**src/rtl/fft_pkg.sv**
```systemverilog
// Shared types and defaults for the FFT stage controller.
package fft_pkg;

   localparam int LANES    = 16;
   localparam int NVEC_DEF = 32;
   localparam int NSTG_DEF = 3;

   typedef enum logic [1:0] {
      IDLE  = 2'd0,
      RUN   = 2'd1,
      FLUSH = 2'd2
   } state_e;

endpackage

```
**src/rtl/fft_stage_ctrl_if.sv**
```systemverilog
// Vector handshake and per-stage control bundle between the frame source and the stage controller.
interface fft_stage_ctrl_if #(
   parameter int NVEC = fft_pkg::NVEC_DEF,
   parameter int NSTG = fft_pkg::NSTG_DEF,
   parameter int IW   = $clog2(NVEC)
);
   logic                     in_valid;
   logic                     frame_start;
   logic                     in_ready;
   logic [NSTG-1:0]          mul_en;
   logic [NSTG-1:0][IW-1:0]  vec_idx;
   logic                     out_valid;
   logic                     frame_done;
   logic                     busy;
   logic                     err_sync;

   modport master (
      output in_valid, frame_start,
      input  in_ready, mul_en, vec_idx, out_valid, frame_done, busy, err_sync
   );

   modport slave (
      input  in_valid, frame_start,
      output in_ready, mul_en, vec_idx, out_valid, frame_done, busy, err_sync
   );
endinterface

```
**src/rtl/fft_vld_pipe.sv**
```systemverilog
// Shift register carrying valid, vector index and last-of-frame flag through NSTG stages.
// One stage per cycle, never stalls; idle stages keep their previous index and flag.
module fft_vld_pipe #(
   parameter int NSTG = 3,
   parameter int IW   = 5
) (
   input  logic                    clk,
   input  logic                    rst,
   input  logic                    in_vld_i,
   input  logic [IW-1:0]           in_idx_i,
   input  logic                    in_last_i,
   output logic [NSTG-1:0]         v_o,
   output logic [NSTG-1:0][IW-1:0] idx_o,
   output logic                    last_o
);

   logic [NSTG-1:0]         v_q;
   logic [NSTG-1:0][IW-1:0] idx_q;
   logic [NSTG-1:0]         last_q;

   always_ff @(posedge clk) begin
      if (rst) begin
         v_q    <= '0;
         idx_q  <= '0;
         last_q <= '0;
      end else begin
         v_q[0] <= in_vld_i;
         if (in_vld_i) begin
            idx_q[0]  <= in_idx_i;
            last_q[0] <= in_last_i;
         end
         // Index and flag only advance behind a real vector, so bubbles leave them untouched.
         for (int s = 1; s < NSTG; s++) begin
            v_q[s] <= v_q[s-1];
            if (v_q[s-1]) begin
               idx_q[s]  <= idx_q[s-1];
               last_q[s] <= last_q[s-1];
            end
         end
      end
   end

   assign v_o    = v_q;
   assign idx_o  = idx_q;
   assign last_o = last_q[NSTG-1];

endmodule

```
**src/rtl/fft_stage_ctrl.sv**
```systemverilog
// Frame sequencer for NSTG twiddle/butterfly stages: vector accepted in cycle t reaches the last stage in t+NSTG.
// in_ready drops only during the NSTG-cycle flush after the last vector of a frame.
module fft_stage_ctrl
   import fft_pkg::*;
#(
   parameter int NVEC = NVEC_DEF,
   parameter int NSTG = NSTG_DEF,
   parameter int IW   = $clog2(NVEC)
) (
   input  logic                 clk,
   input  logic                 rst,
   fft_stage_ctrl_if.slave      bus
);

   localparam logic [IW-1:0] LAST_IDX   = IW'(NVEC - 1);
   localparam logic [3:0]    FLUSH_LAST = 4'(NSTG - 1);

   state_e                  state_q, state_d;
   logic [IW-1:0]           vec_cnt_q, vec_cnt_d;
   logic [3:0]              flush_cnt_q, flush_cnt_d;
   logic                    accept;
   logic                    pipe_vld;
   logic [IW-1:0]           pipe_idx;
   logic                    pipe_last;
   logic [NSTG-1:0]         stg_v;
   logic [NSTG-1:0][IW-1:0] stg_idx;
   logic                    stg_last;

   assign bus.in_ready = !rst && (state_q != FLUSH);
   assign accept       = bus.in_valid && bus.in_ready;

   always_ff @(posedge clk) begin
      if (rst) begin
         state_q     <= IDLE;
         vec_cnt_q   <= '0;
         flush_cnt_q <= '0;
      end else begin
         state_q     <= state_d;
         vec_cnt_q   <= vec_cnt_d;
         flush_cnt_q <= flush_cnt_d;
      end
   end

   always_comb begin
      state_d      = state_q;
      vec_cnt_d    = vec_cnt_q;
      flush_cnt_d  = flush_cnt_q;
      pipe_vld     = 1'b0;
      pipe_idx     = vec_cnt_q;
      pipe_last    = 1'b0;
      bus.err_sync = 1'b0;
      unique case (state_q)
         IDLE: begin
            if (accept) begin
               if (bus.frame_start) begin
                  state_d   = RUN;
                  vec_cnt_d = IW'(1);
                  pipe_vld  = 1'b1;
                  pipe_idx  = '0;
               end else begin
                  bus.err_sync = 1'b1;
               end
            end
         end
         RUN: begin
            if (accept) begin
               // A stray frame_start mid-frame is flagged but the vector still counts as data.
               pipe_vld     = 1'b1;
               bus.err_sync = bus.frame_start;
               if (vec_cnt_q == LAST_IDX) begin
                  pipe_last   = 1'b1;
                  state_d     = FLUSH;
                  vec_cnt_d   = '0;
                  flush_cnt_d = '0;
               end else begin
                  vec_cnt_d = vec_cnt_q + 1'b1;
               end
            end
         end
         FLUSH: begin
            if (flush_cnt_q == FLUSH_LAST) begin
               state_d = IDLE;
            end else begin
               flush_cnt_d = flush_cnt_q + 1'b1;
            end
         end
         default: state_d = IDLE;
      endcase
   end

   fft_vld_pipe #(
      .NSTG (NSTG),
      .IW   (IW)
   ) u_pipe (
      .clk       (clk),
      .rst       (rst),
      .in_vld_i  (pipe_vld),
      .in_idx_i  (pipe_idx),
      .in_last_i (pipe_last),
      .v_o       (stg_v),
      .idx_o     (stg_idx),
      .last_o    (stg_last)
   );

   assign bus.mul_en     = rst ? '0 : stg_v;
   assign bus.vec_idx    = stg_idx;
   assign bus.out_valid  = !rst && stg_v[NSTG-1];
   assign bus.frame_done = bus.out_valid && (stg_idx[NSTG-1] == LAST_IDX) && stg_last;
   assign bus.busy       = !rst && (state_q != IDLE);

endmodule

```
**src/flat_wrapper.sv**
```systemverilog
// flat-port wrapper written by rule: the top's interface ports become plain ports
module fft_stage_ctrl_flat import fft_pkg::*;
#(
   parameter int NVEC = NVEC_DEF,
   parameter int NSTG = NSTG_DEF,
   parameter int IW   = $clog2(NVEC)
)
  (clk, rst, bus_in_valid, bus_frame_start, bus_in_ready, bus_mul_en, bus_vec_idx, bus_out_valid, bus_frame_done, bus_busy, bus_err_sync);
  fft_stage_ctrl_if #(.NVEC(NVEC), .NSTG(NSTG), .IW(IW)) bus_i ();
  input  logic clk;
  input  logic rst;
  input wire logic [$bits(bus_i.in_valid)-1:0] bus_in_valid;
  input wire logic [$bits(bus_i.frame_start)-1:0] bus_frame_start;
  output wire logic [$bits(bus_i.in_ready)-1:0] bus_in_ready;
  output wire logic [$bits(bus_i.mul_en)-1:0] bus_mul_en;
  output wire logic [$bits(bus_i.vec_idx)-1:0] bus_vec_idx;
  output wire logic [$bits(bus_i.out_valid)-1:0] bus_out_valid;
  output wire logic [$bits(bus_i.frame_done)-1:0] bus_frame_done;
  output wire logic [$bits(bus_i.busy)-1:0] bus_busy;
  output wire logic [$bits(bus_i.err_sync)-1:0] bus_err_sync;
  assign bus_i.in_valid = bus_in_valid;
  assign bus_i.frame_start = bus_frame_start;
  assign bus_in_ready = bus_i.in_ready;
  assign bus_mul_en = bus_i.mul_en;
  assign bus_vec_idx = bus_i.vec_idx;
  assign bus_out_valid = bus_i.out_valid;
  assign bus_frame_done = bus_i.frame_done;
  assign bus_busy = bus_i.busy;
  assign bus_err_sync = bus_i.err_sync;
  fft_stage_ctrl #(.NVEC(NVEC), .NSTG(NSTG), .IW(IW)) u_core (.clk(clk), .rst(rst), .bus(bus_i));
endmodule
```
**config.mk**
```make
export PLATFORM = sky130hd
export DESIGN_NAME = fft_stage_ctrl_flat
export DESIGN_NICKNAME = d
export VERILOG_FILES = /design/src/rtl/fft_pkg.sv /design/src/rtl/fft_stage_ctrl_if.sv /design/src/rtl/fft_vld_pipe.sv /design/src/rtl/fft_stage_ctrl.sv /design/src/flat_wrapper.sv
export SDC_FILE = /design/constraint.sdc
export NUM_CORES = 1
export LEC_CHECK = 0
export CORE_MARGIN = 1.5
export CORE_UTILIZATION = 51
export CTS_CLUSTER_DIAMETER = 120
export DETAILED_ROUTE_END_ITERATION = 6
export GPL_ROUTABILITY_DRIVEN = 0
export GPL_TIMING_DRIVEN = 0
export PLACE_DENSITY = 0.81
export SYNTH_ARGS = -nofsm -noshare
export SYNTH_HDL_FRONTEND = slang
export SYNTH_SLANG_ARGS = --single-unit
```
**constraint.sdc**
```tcl
create_clock -name clk -period 2.2 [get_ports clk]
set_clock_uncertainty 0.05 [all_clocks]
set_input_delay 0.44 -clock clk [delete_from_list [all_inputs] [get_ports clk]]
set_output_delay 0.44 -clock clk [all_outputs]
set_load 0.02 [all_outputs]
```
# ---- After elaboration in Yosys (flattened, before gate mapping)
# Cells that the tools add are included.
dict set report op_classes {
  add_sub_neg 2
  eq_ne 12
  mux 30
  n_reduce_logical 14
}
# cell n
set ops {}
lappend ops {{two-way mux 5 bit} 7}
lappend ops {{two-way mux 4 bit} 3}
lappend ops {{equality test 5 bit (second input constant)} 2}
lappend ops {{two-way mux 2 bit} 5}
lappend ops {{case mux 5 bit (2 select lines)} 1}
lappend ops {{two-way mux 1 bit} 9}
lappend ops {{!= test 2 x 1 -> 1 bit (second input constant)} 4}
lappend ops {{case mux 4 bit (2 select lines)} 1}
lappend ops {{AND reduction 4 bit} 2}
lappend ops {{logical AND 1 bit} 6}
lappend ops {{!= test 2 bit (second input constant)} 3}
lappend ops {{case mux 2 bit (3 select lines)} 1}
lappend ops {{nonzero test 2 bit} 3}
lappend ops {{adder 5 x 1 -> 5 bit (second input constant)} 1}
lappend ops {{AND reduction 5 bit} 1}
lappend ops {{adder 4 x 1 -> 4 bit (second input constant)} 1}
lappend ops {{equality test 4 x 2 -> 1 bit (second input constant)} 1}
lappend ops {{case mux 1 bit (2 select lines)} 2}
lappend ops {{two-way mux 3 bit} 1}
lappend ops {{equality test 2 x 1 -> 1 bit (second input constant)} 1}
lappend ops {{equality test 2 bit (second input constant)} 1}
lappend ops {{zero test 2 bit} 1}
lappend ops {{zero test 1 bit} 1}
dict set report word_totals {
  regBits 32
  in_bits 4
  out_inout_bits 23
  wordCells 68
}

# ---- Logic depth before layout (Yosys ltp)
dict set report logic_depth {
  word_depth 5
  mapped_depth 7
  depth_no_buf 6
}

# ---- Cells and area by module
# A second synthesis with hierarchy kept.
dict set report unflattened {
  hier_cells 160
  hier_area_um2 1516.5
}
# mod n_inst cells_each area_each_um2 seq_area_each_um2
set modules_own_cells {}
lappend modules_own_cells {fft_stage_ctrl 1 95 780.7 220.2}
lappend modules_own_cells {fft_vld_pipe 1 65 735.7 420.4}

# ---- Worst setup path after synthesis
# OpenSTA, ideal clock, no wires.
dict set report synth_path {
  path_type {reg2out}
  from {register u_core.state_q[1]}
  to {output port bus_err_sync}
  t_arrival_ns 1.485
  t_required_ns 1.710
  path_slack_ns 0.225
  path_stages_with_launch 5
  n_path_buf 2
  path_cell_list {dfxtp_1 > buf_6 > or3b_4 > buf_6 > nor3_1}
}
dict set report synth_via {
  elab_chain_len 5
  elab_cells_between_ends 8
  cone_classes {2 x eq/ne; 3 x mux; 3 x reduce/logical}
}
# element line
set synth_rtl {}
lappend synth_rtl {{from (decl)} fft_stage_ctrl.sv:18} ;# state_e state_q, state_d;
lappend synth_rtl {{from (signal assigned)} fft_stage_ctrl.sv:38} ;# state_q <= state_d;
lappend synth_rtl {{!= test 2 bit} fft_stage_ctrl.sv:29} ;# assign bus.in_ready = !rst && (state_q != FLUSH);
lappend synth_rtl {{logical AND 1 bit} fft_stage_ctrl.sv:29}
lappend synth_rtl {{logical AND 1 bit} fft_stage_ctrl.sv:30} ;# assign accept = bus.in_valid && bus.in_ready;
lappend synth_rtl {{two-way mux 1 bit (on tied branches)} {fft_stage_ctrl.sv:66, fft_stage_ctrl.sv:54}}
lappend synth_rtl {{case mux 1 bit (2 select lines) (*)} fft_stage_ctrl.sv:52} ;# unique case (state_q)
lappend synth_rtl {{to (decl)} flat_wrapper.sv:20} ;# output wire logic [$bits(bus_i.err_sync)-1:0] bus_err_sync;
# Every way passes the cells marked *; elsewhere a longest branch is shown, timed or not.

# ---- Worst setup path after layout
dict set report layout_path {
  from {input port rst}
  to {output port bus_mul_en[0]}
}
dict set report layout_via {
  elab_chain_len 1
}
# element line
set layout_rtl {}
lappend layout_rtl {{from (decl)} flat_wrapper.sv:11} ;# input logic rst;
lappend layout_rtl {{two-way mux 3 bit} fft_stage_ctrl.sv:105} ;# assign bus.mul_en = rst ? '0 : stg_v;
lappend layout_rtl {{to (decl)} flat_wrapper.sv:15} ;# output wire logic [$bits(bus_i.mul_en)-1:0] bus_mul_en;
# No other way between the ends.

==> results.md <==
* Outcome: finished, final reports clean
* Number of port buffers at 26
* Power spent charging and discharging nets at 268 µW
* Clock-pin slew on the worst setup and hold paths at around 0.11 ns
* Cell family with the largest share of critical-path delay: buffers and inverters
* Number of distinct library cells after synthesis at 39
* Final setup violating endpoints at 0
* TritonCTS clock tree: done
* Area fraction of the dominant cell type after synthesis at 44.3%
* Critical path, cell by cell: dlygate4sd2_1, clkbuf_4, clkbuf_4, nor2b_1, dlygate4sd2_1
* Number of nets in the layout at just under 200
* Half-perimeter wire length after detailed placement at 2260 µm
* Maximum number of pins on one net before global-route repair at 12
* Most frequent cell after synthesis: sky130_fd_sc_hd__dfxtp_1
* Setup repair after global routing missed its margin: no
* Leakage power summed over all cells at 0.695 nW
* Quantity of hold-fixing buffers added after cts at 0
* Slew Limit Fails at 0
* Cells after Synth at approximately 160
* Arrival time of data at the critical path endpoint at between 1.5 and 2 ns
* Most frequently used flop master after synthesis: sky130_fd_sc_hd__dfxtp_1
* Share of total power in combinational logic at 7.3%
* Total die area at around 0.0032 mm²
* Clock H-tree levels at 2
* Total routing usage reported by global routing at 21.7%
* Number of DRC markers in iteration 0 at 17
* Switching share of power at 23.9%
* Clock buffers created by TritonCTS at 5
* Share of layout cells above drive strength 1 at 12.6%
* TNS Setup at 0 ns
* Antenna Cells at 0
* Max Fanout on Critical Path at 10
* WL/cell at 14.0 µm
* Highest clock frequency the design can meet at 469 MHz
* Worst Max-Slew Pin Slew at 0.485 ns
* Capturing element type of the critical path: output pin
* Die height at 56.2 µm
* Drt first pass iters at 4
* Combined buffer and inverter count along the critical path at 4
* Portion of total power attributed to sequential cells at 52.6%
* P&R area growth vs syn at 26.1%
* X dimension of the die at 56.2 µm
* Post-synth EDFFs at 0
* Final Hold Fails at 0
* Drc violations at 0
* Cell types with the largest area share after synthesis: sky130_fd_sc_hd__dfxtp_1 (44%), sky130_fd_sc_hd__mux2i_1 (8.3%), sky130_fd_sc_hd__nor2_1 (4.9%), sky130_fd_sc_hd__a21oi_1 (4.5%), sky130_fd_sc_hd__nor2b_1 (4.3%)
* Clk pwr share at 40.1%
* TritonCTS sink count at 32
* Share of the yosys chip area belonging to registers at 44.3%
* Core outline area at ~0.0027 mm²
* Fraction of the cycle the final worst path needs at 96.9%
* Syn_area_per_cell at ~9.1 µm²
* Final min period at 2.13 ns
* Worst hold slack at 0.436 ns
* Max stage delay cell, worst path: sky130_fd_sc_hd__dlygate4sd2_1
* Max Root-Sink Buffers at 2
* Category of the worst setup path launch point: input pin
* Post-synthesis instance area at around 0.0014 mm²
* Worst hold-check path type: reg -> reg
* Initial core utilization at 53.3%
* Library cell occupying the most area in the post-synthesis netlist: sky130_fd_sc_hd__dfxtp_1
* Number of placement rows at 19
* Number of global-route vias before repair at 1131
* Routed via count at 1261
* Count of state elements after synthesis at 32
* Max-slew headroom at 67.7%
* Crit Path Class: in -> out
* Asr flop ratio synth at 0%
* Delay contributed by the slowest stage of the critical path at 0.34 ns
* Number of nets still failing antenna checks after routing at 0
* Cell types with the highest counts after synthesis: sky130_fd_sc_hd__dfxtp_1 (32), sky130_fd_sc_hd__nor2_1 (19), sky130_fd_sc_hd__a21oi_1 (13)
* First-pass GRT wire length at 5240 µm
* P per Cell Area at 616 mW/mm²
* Internal power summed over all cells at 855 µW
* Root cell of the clock tree: sky130_fd_sc_hd__clkbuf_4
* Via density per instance at roughly 5.7
* Routed wire length at between 3000 and 4000 µm
* Post-Syn Nets at between 150 and 200
* I/O Pins at 27
* Max rail drop VDD at around 0.65 mV
* Insertion delay of the later-clocked pin in the worst-skew pair at 0.34 ns
* Overflow after GRT at 0
* Yosys Warn Count at 0
* Reported max-cap violation count at 0
* Worst EP required at 1.71 ns
* Initial antenna violation count at 0
-- layout make-up --
cell class	instances	area, µm²
tap	31	38.8
buffer	11	67.6
clock buffer	5	37.5
inverter	4	15.0
clock inverter	3	42.5
fill	239	888
timing repair buffer	27	256
sequential	32	643
multi-input combinational	109	721
-- path summary, 6_finish.rpt --
path / from / endpoint / slack [ns] / depth (start not counted)
worst min-delay path: u_core.u_pipe.last_q[0] / u_core.u_pipe.last_q[0] / 0.44 / 2
worst max register to register: u_core.vec_cnt_q[0] / u_core.vec_cnt_q[3] / 0.16 / 7
worst min register to register: u_core.u_pipe.last_q[0] / u_core.u_pipe.last_q[0] / 0.44 / 2
worst max-delay path: rst / bus_mul_en[0] / 0.07 / 5
-- worst register-to-register path, cell delays in order, from the launching register on --
cell and delay, ns:
sky130_fd_sc_hd__dfxtp_1 0.37, sky130_fd_sc_hd__ha_1 0.24, sky130_fd_sc_hd__and3_1 0.18, sky130_fd_sc_hd__ha_1 0.17
sky130_fd_sc_hd__clkbuf_1 0.20, sky130_fd_sc_hd__nor3b_1 0.39, sky130_fd_sc_hd__a211oi_1 0.14, sky130_fd_sc_hd__o32ai_1 0.22
-- through the flow --
stage / util (%) / area [µm²] / instances / setup WS (ns) / power, mW
after floorplan: - / 1450 / 158 / 0.225 / 0.659
after global placement: 64.4 / 1740 / 215 / -0.771 / 0.687
after detailed placement: 64.4 / 1740 / 215 / -0.820 / 0.689
after CTS: 67.0 / 1820 / 222 / 0.0365 / 1.13
after global routing: 67.2 / 1820 / 222 / 0.00167 / 1.16
final: 67.2 / 1820 / 222 / 0.0689 / 1.12
-- cell families after synthesis --
group / synth area share (%)
DFF: 44.3
buffers and inverters: 5.97
and+or+nand+nor: 23.8
AOI/OAI and AO/OA: 13.3
adders and majority gates: 3.46
muxes: 9.09
-- per-layer routing --
layer	vias to the layer above	share of wire, %	global-route usage, %
met5	-	0	0
met4	0	1.6	8.50
met3	6	5.1	6.74
met2	32	50	35.1
met1	599	43	26.8
li1	624	-	-
-- power groups by stage --
stage / Combinational (mW) / Sequential (mW) / Clock [mW]
6_report: 0.0824 / 0.590 / 0.450
5_1_grt: 0.0904 / 0.591 / 0.481
4_1_cts: 0.0820 / 0.590 / 0.455
3_5_place_dp: 0.0874 / 0.602 / 0
3_3_place_gp: 0.0853 / 0.601 / 0
2_1_floorplan: 0.0584 / 0.600 / 0
-- flip-flops by register name, indices dropped and copies added (netlist names) --
name,cells
u_core.state_q,2
u_core.u_pipe.v_o,3
u_core.u_pipe.last_q,3
u_core.u_pipe.idx_o,15
u_core.flush_cnt_q,4
u_core.vec_cnt_q,5
-- what timing repair did --
action | CTS | global route
gates resized for setup | 20 | 3
setup endpoints to repair | 8 | 5
pin swaps | 0 | 1
setup buffers | 1 | 0
-- cells in the final DEF, fill, tap and decap left out, types with 3 or more instances in the layout --
master and count:
sky130_fd_sc_hd__dfxtp_1 30, sky130_fd_sc_hd__a21oi_1 13, sky130_fd_sc_hd__inv_1 4, sky130_fd_sc_hd__mux2i_1 12
sky130_fd_sc_hd__buf_2 4, sky130_fd_sc_hd__nor2_1 19, sky130_fd_sc_hd__o21ai_1 7, sky130_fd_sc_hd__nor2b_1 9
sky130_fd_sc_hd__ha_1 4, sky130_fd_sc_hd__dlygate4sd2_1 7, sky130_fd_sc_hd__clkdlybuf4s50_1 17, sky130_fd_sc_hd__buf_4 3
sky130_fd_sc_hd__nand2_1 9, sky130_fd_sc_hd__nor3_1 3, sky130_fd_sc_hd__clkbuf_4 7
Note: power is estimated with default switching activity, not from simulation.
